### config.mk
export PLATFORM = sky130hd
export DESIGN_NAME = apa102_frame_rx
export DESIGN_NICKNAME = d
export VERILOG_FILES = /design/src/rtl/apa102_frame_rx.sv
export SDC_FILE = /design/constraint.sdc
export NUM_CORES = 1
export LEC_CHECK = 0
export ABC_AREA = 1
export ABC_CLOCK_PERIOD_IN_PS = 2400
export BUFFER_PORTS_ARGS = -buffer_cell sky130_fd_sc_hd__clkbuf_2
export CAP_MARGIN = 10
export CORE_MARGIN = 2
export CORE_UTILIZATION = 59
export CTS_BUF_LIST = sky130_fd_sc_hd__clkbuf_4
export DETAILED_ROUTE_END_ITERATION = 16
export PLACE_DENSITY = 0.81
export SLEW_MARGIN = 20
export SYNTH_ARGS = -nofsm -noshare
export SYNTH_HDL_FRONTEND = slang
export SYNTH_SLANG_ARGS = --single-unit
export TNS_END_PERCENT = 5
### constraint.sdc
create_clock -name clk -period 2.4 [get_ports clk]
set_input_delay 0.12 -clock clk [delete_from_list [all_inputs] [get_ports clk]]
set_output_delay 0.12 -clock clk [all_outputs]
set_load 0.02 [all_outputs]
### src/rtl/apa102_frame_rx.sv
// APA102 serial stream receiver: resynchronises led_clk/led_data, finds the start frame and
// decodes LED frames onto a valid/ready pixel port. Optional idle abort: APA102_RX_TIMEOUT_EN.
module apa102_frame_rx #(
  parameter int NUM_LEDS = 64,
  parameter int SOF_BITS = 32,
  parameter int TIMEOUT  = 1023
) (
  input  logic       clk,
  input  logic       reset,
  input  logic       led_clk_in,
  input  logic       led_data_in,
  output logic       pix_valid,
  input  logic       pix_ready,
  output logic [5:0] pix_index,
  output logic [4:0] pix_bright,
  output logic [7:0] pix_blue,
  output logic [7:0] pix_green,
  output logic [7:0] pix_red,
  output logic       frame_done,
  output logic       hdr_err,
  output logic       overrun,
  output logic       timeout,
  output logic       busy
);

  localparam logic [1:0] S_HUNT     = 2'd0;
  localparam logic [1:0] S_SOF_WAIT = 2'd1;
  localparam logic [1:0] S_LED      = 2'd2;

  localparam int              ZW       = $clog2(SOF_BITS + 1);
  localparam logic [ZW-1:0]   SOF_LAST = ZW'(SOF_BITS - 1);
  localparam logic [6:0]      LED_LAST = 7'(NUM_LEDS - 1);

  logic          led_clk_p0, led_clk_p1, led_clk_p2;
  logic          led_data_p0, led_data_p1;
  logic          strobe, bit_in;
  logic [1:0]    state;
  logic [ZW-1:0] zero_cnt;
  logic [4:0]    bit_cnt;
  logic [6:0]    led_cnt;
  logic [27:0]   shift_reg;
  logic [28:0]   pix_word;
  logic          in_led, capture, hdr_bad, idle_hit, load;

  // Stage p0/p1: two-flop synchronisers; p2 keeps the previous synced clock for edge detect
  always_ff @(posedge clk) begin
    if (reset) begin
      led_clk_p0  <= 1'b0;
      led_clk_p1  <= 1'b0;
      led_clk_p2  <= 1'b0;
      led_data_p0 <= 1'b0;
      led_data_p1 <= 1'b0;
    end else begin
      led_clk_p0  <= led_clk_in;
      led_clk_p1  <= led_clk_p0;
      led_clk_p2  <= led_clk_p1;
      led_data_p0 <= led_data_in;
      led_data_p1 <= led_data_p0;
    end
  end

  assign strobe   = led_clk_p2 & ~led_clk_p1;
  assign bit_in   = led_data_p1;
  assign in_led   = (state == S_LED);
  assign busy     = (state != S_HUNT);
  // Low 29 frame bits as they stand with the current bit appended; [2:0] is the header at bit_cnt==2
  assign pix_word = {shift_reg, bit_in};
  assign capture  = strobe && in_led && (bit_cnt == 5'd31);
  assign hdr_bad  = strobe && in_led && (bit_cnt == 5'd2) && (pix_word[2:0] != 3'b111);
  assign load     = capture && (!pix_valid || pix_ready);

`ifdef APA102_RX_TIMEOUT_EN
  logic [9:0] idle_cnt;

  assign idle_hit = busy && !strobe && (idle_cnt == 10'(TIMEOUT - 1));

  always_ff @(posedge clk) begin
    if (reset || strobe || !busy || idle_hit) idle_cnt <= 10'd0;
    else                                      idle_cnt <= idle_cnt + 10'd1;
  end
`else
  // Never true: without the idle counter TIMEOUT has no effect
  assign idle_hit = (TIMEOUT < 0);
`endif

  always_ff @(posedge clk) begin
    if (strobe) shift_reg <= {shift_reg[26:0], bit_in};
  end

  // Stage p3: framing FSM, advanced once per bit strobe
  always_ff @(posedge clk) begin
    if (reset) begin
      state    <= S_HUNT;
      zero_cnt <= '0;
      bit_cnt  <= 5'd0;
      led_cnt  <= 7'd0;
    end else if (idle_hit) begin
      state    <= S_HUNT;
      zero_cnt <= '0;
      bit_cnt  <= 5'd0;
    end else if (strobe) begin
      case (state)
        S_HUNT: begin
          if (bit_in) begin
            zero_cnt <= '0;
          end else if (zero_cnt == SOF_LAST) begin
            zero_cnt <= '0;
            state    <= S_SOF_WAIT;
          end else begin
            zero_cnt <= zero_cnt + 1'b1;
          end
        end
        S_SOF_WAIT: begin
          if (bit_in) begin
            bit_cnt <= 5'd1;
            led_cnt <= 7'd0;
            state   <= S_LED;
          end
        end
        S_LED: begin
          if (hdr_bad) begin
            state    <= S_HUNT;
            zero_cnt <= '0;
            bit_cnt  <= 5'd0;
          end else if (bit_cnt == 5'd31) begin
            bit_cnt <= 5'd0;
            led_cnt <= led_cnt + 7'd1;
            // Trailing end-frame zeros are counted as the next start frame
            if (led_cnt == LED_LAST) begin
              state    <= S_HUNT;
              zero_cnt <= '0;
            end
          end else begin
            bit_cnt <= bit_cnt + 5'd1;
          end
        end
        default: state <= S_HUNT;
      endcase
    end
  end

  // Stage p4: pixel output register and status pulses
  always_ff @(posedge clk) begin
    if (reset) begin
      pix_valid  <= 1'b0;
      pix_index  <= 6'd0;
      pix_bright <= 5'd0;
      pix_blue   <= 8'd0;
      pix_green  <= 8'd0;
      pix_red    <= 8'd0;
      frame_done <= 1'b0;
      hdr_err    <= 1'b0;
      overrun    <= 1'b0;
      timeout    <= 1'b0;
    end else begin
      frame_done <= 1'b0;
      overrun    <= 1'b0;
      hdr_err    <= hdr_bad;
      timeout    <= idle_hit;
      if (load) begin
        pix_valid  <= 1'b1;
        pix_index  <= led_cnt[5:0];
        pix_bright <= pix_word[28:24];
        pix_blue   <= pix_word[23:16];
        pix_green  <= pix_word[15:8];
        pix_red    <= pix_word[7:0];
        frame_done <= (led_cnt == LED_LAST);
      end else begin
        if (capture)   overrun   <= 1'b1;
        if (pix_ready) pix_valid <= 1'b0;
      end
    end
  end

endmodule

==> run_results.csv <==
group,metric,value,unit
outcome,status,"completed",
critical_path,worstPathRequired,2.76,ns
die,num_rows,28,
detailed_routing,dr.first_iter.drc_count,161,
synth,synth_top_family_by_area,"simple AND/OR/NAND/NOR gates",
clock_tree,cts_buffer_depth,2,
detailed_routing,viasPerCell,5.17,
power,switching_power,578,uW
power,sw_frac_of_total,23.8,%
worst_hold_path,hp-class,"input pin to flop",
critical_path,reg2reg_depth,9,
power,p_seq_share,66.5,%
synth,synth_xor_area_share,1.49,%
global_route,grt_pass1_wl,10.7,mm
layout,multi_input_area,0.00123,mm2
clock_tree,clkSinkCount,92,
power,ir_drop,0.348,mV
global_route,grt_max_degree,33,
timing,final.min_clock_period,1.93,ns
placement,dp_hpwl,4.72,mm
die,die_w,81.4,um
detailed_routing,final_antenna_net_count,0,
power,p_int,1850,uW
placement,place_area,0.00384,mm2
power,clockPowerShare,31.0,%
clock_tree,ctsResizeCount,0,
detailed_routing,wl_per_cell,12.9,um
die,core,0.00585,mm2
die,dieHeight,81.4,um
power,pwr-share-comb,2.6,%
critical_path,path_class,"flop to flop",
die,start_util,60.5,%
global_route,globalRouteOverflowTotal,0,
detailed_routing,routed.top_layer,"met4",
layout,fillerInstances,451,
global_route,grt_pass1_vias,2404,
flow_run,maxCapViolations,0,
timing,rsz0062_at_grt,"no",
worst_hold_path,hold_depth,2,
synth,synth_edf_count,28,
clock_tree,path_clk_slew,0.14,ns
critical_path,start_kind,"flop",
critical_path,path_max_fanout,32,
synth,synthMuxAreaShare,0,%
timing,final-max-slew-violation-count,0,
detailed_routing,post-route-drc-count,0,
critical_path,arrival,2.29,ns
synth,synth_compound_area_share,4.32,%
global_route,grt_usage,21.4,%
clock_tree,cts_setup_buffers,0,
layout,syn_to_final_growth,12.7,%
layout,fin_nets,454,
detailed_routing,vias,2709,
synth,synthCells,393,
timing,timing.fmax,518,MHz
detailed_routing,wl_met3,252,um
clock_tree,cts_made_buffers,9,
clock_tree,cts_root_buf,"clkbuf_4",
detailed_routing,drt-total-wl,6.75,mm
critical_path,critPathCaptureType,"flop",
placement,gp_congestion,0.894,
timing,finalClockSkew,0.0148,ns
clock_tree,clk_latency,0.43,ns
power,leakage,0.00171,uW
synth,synth-seq-cells,92,
detailed_routing,met2WireLength,3.37,mm
clock_tree,cts_hold_buf,3,
layout,largest_reg_flops,28,
synth,syn_nets,403,
timing,post-route-period-util,80.4,%
power,powerDensity,610,mW/mm2
layout,n_antenna_cell,0,
die,io_pins,46,
clock_tree,cts_tree,"yes",
synth,syn_area,0.00354,mm2
clock_tree,h-tree-depth,3,
timing,fin_tns_setup,0,ns
synth,synth.yosys.seq_area_share,60.0,%
synth,synth_simple_gate_area_share,27.2,%
die,dieArea,0.00663,mm2
synth,ys_types,29,
timing,setup_violations,0,
layout,postLayoutCellArea,0.00399,mm2
synth,synth_fa_ha_area_share,1.77,%
global_route,grt_antenna_before_repair,0,
synth,syn_avg_cell_area,9.00,um2
placement,io_buffers,44,
timing,hold_viol,0,
detailed_routing,first_pass_iters,4,
detailed_routing,wl_met1,3.05,mm
synth,synth_async_sr_flop_share,0,%
layout,layout-drive-gt1-share,17.4,%
layout,seq_area,0.00212,mm2
synth,synthFlopType,"dfxtp_1",
synth,yosysWarnings,0,
==> through the flow <==
stage	cells	worst slack, ns	power (uW)	hold slack, ns	util (%)
floorplan	393	0.469	1690	0.227	-
global placement	505	0.548	1710	0.314	65.6
detailed placement	505	0.470	1710	0.325	65.6
CTS	524	0.442	2450	0.110	68.2
global route	524	0.212	2530	0.132	68.2
finish	524	0.470	2430	0.138	68.2
==> synthesized netlist by cell type (2+ instances only) <==
cell type / number / area share (%)
buf_2: 6 / 0.85
clkinv_1: 2 / 0.21
o21ai_0: 9 / 1.3
clkbuf_1: 6 / 0.64
nand3_4: 2 / 0.99
edfxtp_1: 28 / 24
a21oi_1: 15 / 2.1
nor2_4: 2 / 0.64
inv_1: 27 / 2.9
nand3_1: 50 / 7.1
clkinv_2: 2 / 0.28
nor2_1: 37 / 3.9
nor3_1: 4 / 0.57
nand2_1: 114 / 12
dfxtp_1: 64 / 36
xor2_1: 5 / 1.2
a21oi_4: 2 / 0.92
nand4_1: 3 / 0.53
ha_1: 5 / 1.8
==> area by class of cell <==
class | instances | share of cell area, %
Clock buffer | 9 | 1.69
Clock inverter | 7 | 1.35
Inverter | 32 | 3.08
Multi-Input combinational cell | 256 | 30.9
Sequential cell | 92 | 53.2
Tap cell | 75 | 2.35
Timing Repair Buffer | 53 | 7.41
==> layer usage <==
metal | vias to the layer above | track usage (%)
met5 | - | 0
met4 | 0 | 8.47
met3 | 6 | 4.40
met2 | 60 | 35.2
met1 | 1261 | 27.9
li1 | 1382 | -
==> cells in the final DEF (no fill, tap or decap), drive strengths merged, types with 5 or more instances in the layout <==
master and instances:
a21oi 17, buf 6, clkbuf 53, clkinv 6
dfxtp 64, edfxtp 28, ha 5, inv 33
nand2 116, nand3 53, nor2 40, o21ai 9
xor2 5
==> worst paths after layout <==
| kind | end | from | slack (ns) |
|---|---|---|---|
| max | pix_index[0] | bit_cnt[1] | 0.47 |
| min | zero_cnt[3] | reset | 0.14 |
| max reg2reg | pix_index[0] | bit_cnt[1] | 0.47 |
| min reg2reg | led_clk_p1 | led_clk_p0 | 0.42 |
==> critical path, cell delays in order (launching register included) <==
cell and delay, ns:
dfxtp_1 0.41, ha_1 0.18, nand2_1 0.05, nor2_1 0.10, ha_1 0.22, nand2_1 0.12, a21oi_4 0.14, buf_4 0.32
nand2_1 0.16, o21ai_0 0.17
==> power by group through the flow <==
stage	logic (uW)	registers, uW	clock network (uW)
final	62.7	1620	753
after global routing	70.6	1620	841
after CTS	63.1	1620	774
after detailed placement	59.5	1650	0
after global placement	57.6	1650	0
after floorplan	43.8	1650	0
==> cells by family after synthesis <==
logic type | count (synthesis)
buf+inv | 45
flops | 92
fa+ha+maj | 5
other cells | 1
compound gates | 26
simple gates | 218
xor+xnor | 6
Power figures use the tool's default switching activity.
